--- src/rtl/hazard_ctrl_if.sv ---
// Decode-side handshake between the D stage and the hazard controller.
// The master (decode) drives the D-stage fields; the slave returns selects and stall controls.
interface hazard_ctrl_if;
    logic [4:0] A1_D;
    logic [4:0] A2_D;
    logic [1:0] Tuse_rs;
    logic [1:0] Tuse_rt;
    logic [4:0] A3_D;
    logic       regWrite_D;
    logic [1:0] Tnew_D;
    logic [1:0] md_op_D;
    logic       md_use_D;
    logic [1:0] RD1_sel;
    logic [1:0] RD2_sel;
    logic       stall;
    logic       clr_E;
    logic       md_busy;

    modport master (
        output A1_D, A2_D, Tuse_rs, Tuse_rt, A3_D, regWrite_D, Tnew_D, md_op_D, md_use_D,
        input  RD1_sel, RD2_sel, stall, clr_E, md_busy
    );

    modport slave (
        input  A1_D, A2_D, Tuse_rs, Tuse_rt, A3_D, regWrite_D, Tnew_D, md_op_D, md_use_D,
        output RD1_sel, RD2_sel, stall, clr_E, md_busy
    );
endinterface

--- src/rtl/hazard_ctrl.sv ---
// Hazard controller for the five-stage MIPS core: tracks E/M/W destinations to drive
// Decode forwarding selects, F/D stall, E bubble and the mult/div busy counter.
module hazard_ctrl #(
    parameter int unsigned MULT_CYC = 5,
    parameter int unsigned DIV_CYC  = 10
) (
    input logic           clk,
    input logic           reset,
    hazard_ctrl_if.slave  hz
);

    localparam logic [3:0] MultLoad = 4'(MULT_CYC);
    localparam logic [3:0] DivLoad  = 4'(DIV_CYC);

    logic       wr_e_q, wr_m_q, wr_w_q;
    logic [4:0] a3_e_q, a3_m_q, a3_w_q;
    logic [1:0] tnew_e_q, tnew_m_q;
    logic [3:0] md_cnt_q, md_cnt_d;
    logic       md_e_q, md_mult_q;

    logic       md_start_d;
    logic       data_stall;
    logic       md_stall;
    logic       stall;
    logic [1:0] tnew_m_d;

    // W-stage Tnew is always 0 once there, so it is not stored.
    function automatic logic [1:0] fwd_sel(input logic [4:0] a);
        logic [1:0] sel;
        sel = 2'b00;
        if (a != 5'd0) begin
            if (wr_m_q && (a3_m_q == a) && (tnew_m_q == 2'd0)) begin
                sel = 2'b10;
            end else if (wr_w_q && (a3_w_q == a)) begin
                sel = 2'b01;
            end
        end
        return sel;
    endfunction

    function automatic logic src_stall(input logic [4:0] a, input logic [1:0] tuse);
        logic st;
        st = 1'b0;
        if ((tuse != 2'd3) && (a != 5'd0)) begin
            if (wr_e_q && (a3_e_q == a) && (tnew_e_q > tuse)) st = 1'b1;
            if (wr_m_q && (a3_m_q == a) && (tnew_m_q > tuse)) st = 1'b1;
        end
        return st;
    endfunction

    always_comb begin
        data_stall = src_stall(hz.A1_D, hz.Tuse_rs) | src_stall(hz.A2_D, hz.Tuse_rt);
        md_stall   = hz.md_use_D & ((md_cnt_q != 4'd0) | md_e_q);
        stall      = data_stall | md_stall;
        md_start_d = (hz.md_op_D == 2'b01) || (hz.md_op_D == 2'b10);
        tnew_m_d   = (tnew_e_q == 2'd0) ? 2'd0 : tnew_e_q - 2'd1;
    end

    always_comb begin
        md_cnt_d = md_cnt_q;
        if (md_e_q) begin
            md_cnt_d = md_mult_q ? MultLoad : DivLoad;
        end else if (md_cnt_q != 4'd0) begin
            md_cnt_d = md_cnt_q - 4'd1;
        end
    end

    always_ff @(posedge clk or negedge reset) begin
        if (!reset) begin
            wr_e_q    <= 1'b0;
            a3_e_q    <= 5'd0;
            tnew_e_q  <= 2'd0;
            md_e_q    <= 1'b0;
            md_mult_q <= 1'b0;
            wr_m_q    <= 1'b0;
            a3_m_q    <= 5'd0;
            tnew_m_q  <= 2'd0;
            wr_w_q    <= 1'b0;
            a3_w_q    <= 5'd0;
            md_cnt_q  <= 4'd0;
        end else begin
            if (stall) begin
                wr_e_q <= 1'b0;
                md_e_q <= 1'b0;
            end else begin
                wr_e_q    <= hz.regWrite_D & (hz.A3_D != 5'd0);
                a3_e_q    <= hz.A3_D;
                tnew_e_q  <= hz.Tnew_D;
                md_e_q    <= md_start_d;
                md_mult_q <= (hz.md_op_D == 2'b01);
            end
            wr_m_q   <= wr_e_q;
            a3_m_q   <= a3_e_q;
            tnew_m_q <= tnew_m_d;
            wr_w_q   <= wr_m_q;
            a3_w_q   <= a3_m_q;
            md_cnt_q <= md_cnt_d;
        end
    end

    assign hz.RD1_sel = fwd_sel(hz.A1_D);
    assign hz.RD2_sel = fwd_sel(hz.A2_D);
    assign hz.stall   = stall;
    assign hz.clr_E   = stall;
    assign hz.md_busy = (md_cnt_q != 4'd0);

endmodule
--- src/flat_wrapper.sv ---
// flat-port wrapper written by rule: the top's interface ports become plain ports
module hazard_ctrl_flat 
#(
    parameter int unsigned MULT_CYC = 5,
    parameter int unsigned DIV_CYC  = 10
)
  (clk, reset, hz_A1_D, hz_A2_D, hz_Tuse_rs, hz_Tuse_rt, hz_A3_D, hz_regWrite_D, hz_Tnew_D, hz_md_op_D, hz_md_use_D, hz_RD1_sel, hz_RD2_sel, hz_stall, hz_clr_E, hz_md_busy);
  hazard_ctrl_if hz_i ();
  input logic clk;
  input logic reset;
  input wire logic [$bits(hz_i.A1_D)-1:0] hz_A1_D;
  input wire logic [$bits(hz_i.A2_D)-1:0] hz_A2_D;
  input wire logic [$bits(hz_i.Tuse_rs)-1:0] hz_Tuse_rs;
  input wire logic [$bits(hz_i.Tuse_rt)-1:0] hz_Tuse_rt;
  input wire logic [$bits(hz_i.A3_D)-1:0] hz_A3_D;
  input wire logic [$bits(hz_i.regWrite_D)-1:0] hz_regWrite_D;
  input wire logic [$bits(hz_i.Tnew_D)-1:0] hz_Tnew_D;
  input wire logic [$bits(hz_i.md_op_D)-1:0] hz_md_op_D;
  input wire logic [$bits(hz_i.md_use_D)-1:0] hz_md_use_D;
  output wire logic [$bits(hz_i.RD1_sel)-1:0] hz_RD1_sel;
  output wire logic [$bits(hz_i.RD2_sel)-1:0] hz_RD2_sel;
  output wire logic [$bits(hz_i.stall)-1:0] hz_stall;
  output wire logic [$bits(hz_i.clr_E)-1:0] hz_clr_E;
  output wire logic [$bits(hz_i.md_busy)-1:0] hz_md_busy;
  assign hz_i.A1_D = hz_A1_D;
  assign hz_i.A2_D = hz_A2_D;
  assign hz_i.Tuse_rs = hz_Tuse_rs;
  assign hz_i.Tuse_rt = hz_Tuse_rt;
  assign hz_i.A3_D = hz_A3_D;
  assign hz_i.regWrite_D = hz_regWrite_D;
  assign hz_i.Tnew_D = hz_Tnew_D;
  assign hz_i.md_op_D = hz_md_op_D;
  assign hz_i.md_use_D = hz_md_use_D;
  assign hz_RD1_sel = hz_i.RD1_sel;
  assign hz_RD2_sel = hz_i.RD2_sel;
  assign hz_stall = hz_i.stall;
  assign hz_clr_E = hz_i.clr_E;
  assign hz_md_busy = hz_i.md_busy;
  hazard_ctrl #(.MULT_CYC(MULT_CYC), .DIV_CYC(DIV_CYC)) u_core (.clk(clk), .reset(reset), .hz(hz_i));
endmodule
--- config.mk ---
export PLATFORM = sky130hd
export DESIGN_NAME = hazard_ctrl_flat
export DESIGN_NICKNAME = d
export VERILOG_FILES = /design/src/rtl/hazard_ctrl_if.sv /design/src/rtl/hazard_ctrl.sv /design/src/flat_wrapper.sv
export SDC_FILE = /design/constraint.sdc
export NUM_CORES = 1
export LEC_CHECK = 0
export CORE_MARGIN = 4
export CORE_UTILIZATION = 53
export CTS_BUF_LIST = sky130_fd_sc_hd__clkbuf_4
export DETAILED_ROUTE_END_ITERATION = 8
export GPL_ROUTABILITY_DRIVEN = 1
export PLACE_DENSITY_LB_ADDON = 0.08
export RECOVER_POWER = 25
export SYNTH_ARGS = -nofsm -noshare
export SYNTH_HDL_FRONTEND = slang
export SYNTH_SLANG_ARGS = --single-unit
--- constraint.sdc ---
create_clock -name clk -period 2.45 [get_ports clk]
set_input_delay 0.49 -clock clk [delete_from_list [all_inputs] [get_ports clk]]
set_output_delay 0.49 -clock clk [all_outputs]
set_load 0.05 [all_outputs]
==> flow_metrics.env <==
export IMPL_slew_headroom_pct=76.9
export IMPL_worstMarginPinSlew_ns=0.347
export IMPL_place_port_buffers=33
export IMPL_cts_root_buf="clkbuf_4"
export IMPL_clk_pin_slew_ns=0.15
export IMPL_seq_power_share_pct=44.6
export IMPL_io_pins=34
export IMPL_max_cap_violations=0
export IMPL_layoutNonFillerInstCount=241
export IMPL_worstPathArrival_ns=2.21
export IMPL_dp_slack_ns=-0.396
export IMPL_postLayoutSetupSlackWorst_ns=-0.251
export IMPL_grt_total_usage_pct=20.9
export IMPL_synthToLayoutAreaGrowth_pct=44.6
export IMPL_rsz0062_at_grt="yes"
export IMPL_cts_buffers=3
export IMPL_start_util_pct=57.1
export IMPL_cp_max_fo=3
export IMPL_hold_violations=0
export IMPL_violations="negative setup slack"
export IMPL_setup_viol=5
export IMPL_ys_top_cells_by_area="dfrtp_1 (43%), xnor2_1 (12%), ha_1 (8.4%), mux2_4 (6.4%), xor2_1 (5.4%)"
export IMPL_h_tree_depth=1
export IMPL_synthArstFlopShare_pct=100
export IMPL_synth_most_common_cell="dfrtp_1"
export IMPL_cts_tree="yes"
export IMPL_holdBufCountCts=0
export IMPL_grt_pass1_wl_um=6610
export IMPL_grt_max_degree=29
export IMPL_synth_top_area_share_pct=43.0
export IMPL_hold_path_class="flip-flop to flip-flop"
export IMPL_sw_frac_of_total_pct=36.6
export IMPL_total_power_mw=1.56
export IMPL_critPathSlowestCell="nor4_4"
export IMPL_holdWs_ns=0.448
export IMPL_wl_per_cell_um=17.6
export IMPL_yosysUniqueCellTypes=31
export IMPL_crit_type="input port to output port"
export IMPL_clkPwrFrac_pct=12.2
export IMPL_clk_path_buf_depth=2
export IMPL_detailed_place_hpwl_um=3000
export IMPL_crit_path_cell_trace="dlygate4sd2_1 -> buf_4 -> xnor2_1 -> nand3_1 -> nor4_4 -> a21oi_2 -> o221ai_2 -> buf_6 -> buf_12"
export IMPL_antenna_found_initial=0
export IMPL_clkSinkCount=28
export IMPL_slew_violations=0
export IMPL_outcome="finished with violations"
export IMPL_grt_overflow_total=0
export IMPL_die_w_um=63.5
export IMPL_finalCriticalPeriod_ns=2.70
export IMPL_layout_drive_gt1_share_pct=33.8
export IMPL_p_int_uw=988
export IMPL_critPathLaunchType="input port"
export IMPL_coreArea_um2=2850
export IMPL_synth_seq_area_share_pct=43.0
export IMPL_p_leak_nw=1.06
export IMPL_drt_iter0_drc=29
export IMPL_yosysWarnings=0
export IMPL_slowest_delay_ns=0.35
export IMPL_netlist_instances=149
export IMPL_totalWireLength_um=4230
export IMPL_max_freq_mhz=370
export IMPL_clk_insertion_delay_late_ns=0.32
export IMPL_die_area_um2=4030
export IMPL_skew_ns=0.00428
export IMPL_fin_nets=249
export IMPL_finalWeightedCongestion=0.888
export IMPL_grt_pass1_vias=1443
export IMPL_diodes=0
export IMPL_dp_cells=232
export IMPL_vias=1349
export IMPL_pwr_density_cell_nw_per_um2=662
export IMPL_dpl_cell_area_um2=2200
export IMPL_final_cell_area_um2=2360
export IMPL_yosys_top_cells_count="dfrtp_1 (28), xnor2_1 (22), ha_1 (11)"
export IMPL_p_switching_uw=571
export IMPL_synth_seq_cells=28
export IMPL_end_kind="output port"
export IMPL_rows=19
export IMPL_final_util_pct=82.6
export IMPL_irDropWorstVdd_mv=0.666
export IMPL_synthFlopType="dfrtp_1"
export IMPL_drc=0
export IMPL_die_h_um=63.5
export IMPL_via_per_inst=5.60
export IMPL_postRouteAntennaNets=0
export IMPL_synthesis_area_um2=1630
export IMPL_avgSynthCellArea_um2=10.9
export IMPL_cp_required_ns=1.96
export IMPL_drt_pass1_iter_count=4
export IMPL_pwr_share_comb_pct=43.1
export IMPL_syn_num_nets=187
export IMPL_synth_area_leader_cell="dfrtp_1"
export IMPL_synth_edf_count=0
export IMPL_tns_ns=-0.663
export IMPL_fin_crit_sh_pct=110
-- sequential cells by signal, summed over array words and instances, names as in the netlist --
name	flops
u_core.a3_e_q	5
u_core.a3_m_q	5
u_core.a3_w_q	5
u_core.md_cnt_q	4
u_core.md_e_q	1
u_core.md_mult_q	1
u_core.tnew_e_q	2
u_core.tnew_m_q	2
u_core.wr_e_q	1
u_core.wr_m_q	1
u_core.wr_w_q	1
-- cell type report --
| class | count | area, um^2 |
|---|---|---|
| Sequential cell | 28 | 702 |
| Fill cell | 171 | 495 |
| Clock inverter | 1 | 3.75 |
| Tap cell | 31 | 38.8 |
| Clock buffer | 3 | 22.5 |
| Inverter | 10 | 37.5 |
| Multi-Input combinational cell | 108 | 996 |
| Timing Repair Buffer | 60 | 557 |
-- repair_timing --
| item | 4_1_cts | 5_1_grt |
|---|---|---|
| pin swaps | 12 | 4 |
| gates resized for setup | 37 | 9 |
| endpoints found under the setup margin | 12 | 6 |
| cloned | 0 | 0 |
| setup buffers | 2 | 4 |
-- routing by layer --
layer	GRT usage (%)	wire, um	vias to the layer above
li1	-	-	640
met1	25.7	1740	641
met2	36.1	2120	52
met3	3.20	211	16
met4	8.89	167	0
met5	0	0	-
-- critical path, delay by kind of cell --
family                 cells  cell delay [ns]
buffers and inverters      4             0.68
AO/OA/AOI/OAI              2             0.29
AND/OR/NAND/NOR            2             0.54
XOR/XNOR                   1             0.19
-- cells in the final DEF (no fill, tap or decap), types with 4 or more instances in the layout --
cell,n
mux2_4,7
a21oi_1,4
buf_4,27
buf_12,5
dlygate4sd2_1,11
inv_1,8
nand2_1,4
clkdlybuf4s50_1,12
dfrtp_1,27
xor2_1,10
xnor2_1,19
nor2_1,5
ha_1,9
nand4_1,4
-- cell families (layout without fill, tap and decap cells) --
group | Yosys count | count (layout) | share of synthesized area (%)
xor+xnor | 32 | 32 | 17.2
buf+inv | 13 | 74 | 3.68
simple gates | 37 | 37 | 12.5
compound gates | 20 | 20 | 8.06
mux | 8 | 8 | 7.14
flops | 28 | 28 | 43.0
fa+ha+maj | 11 | 11 | 8.44
-- power by group through the flow --
stage	registers [mW]	logic, mW	clock network (mW)
3_3_place_gp	0.684	0.556	0
3_5_place_dp	0.694	0.588	0
6_report	0.696	0.672	0.191
2_1_floorplan	0.659	0.401	0
5_1_grt	0.711	0.740	0.218
4_1_cts	0.689	0.623	0.199
-- worst paths after layout --
check / start / to / slack [ns] / cells past startpoint
worst min register to register: u_core.wr_e_q$_DFF_PN0_ / u_core.wr_m_q$_DFF_PN0_ / 0.45 / 0
worst max register to register: u_core.a3_m_q[0]$_DFF_PN0_ / u_core.a3_e_q[2]$_DFFE_PN0N_ / 0.13 / 9
worst max-delay path: hz_A1_D[2] / hz_clr_E / -0.25 / 9
max in group asynchronous: reset / u_core.tnew_e_q[1]$_DFFE_PN0N_ / 1.66 / 2
worst min-delay path: u_core.wr_e_q$_DFF_PN0_ / u_core.wr_m_q$_DFF_PN0_ / 0.45 / 0
min in group asynchronous: reset / u_core.a3_m_q[1]$_DFF_PN0_ / 0.52 / 2
(Power assumes the default switching activity.)
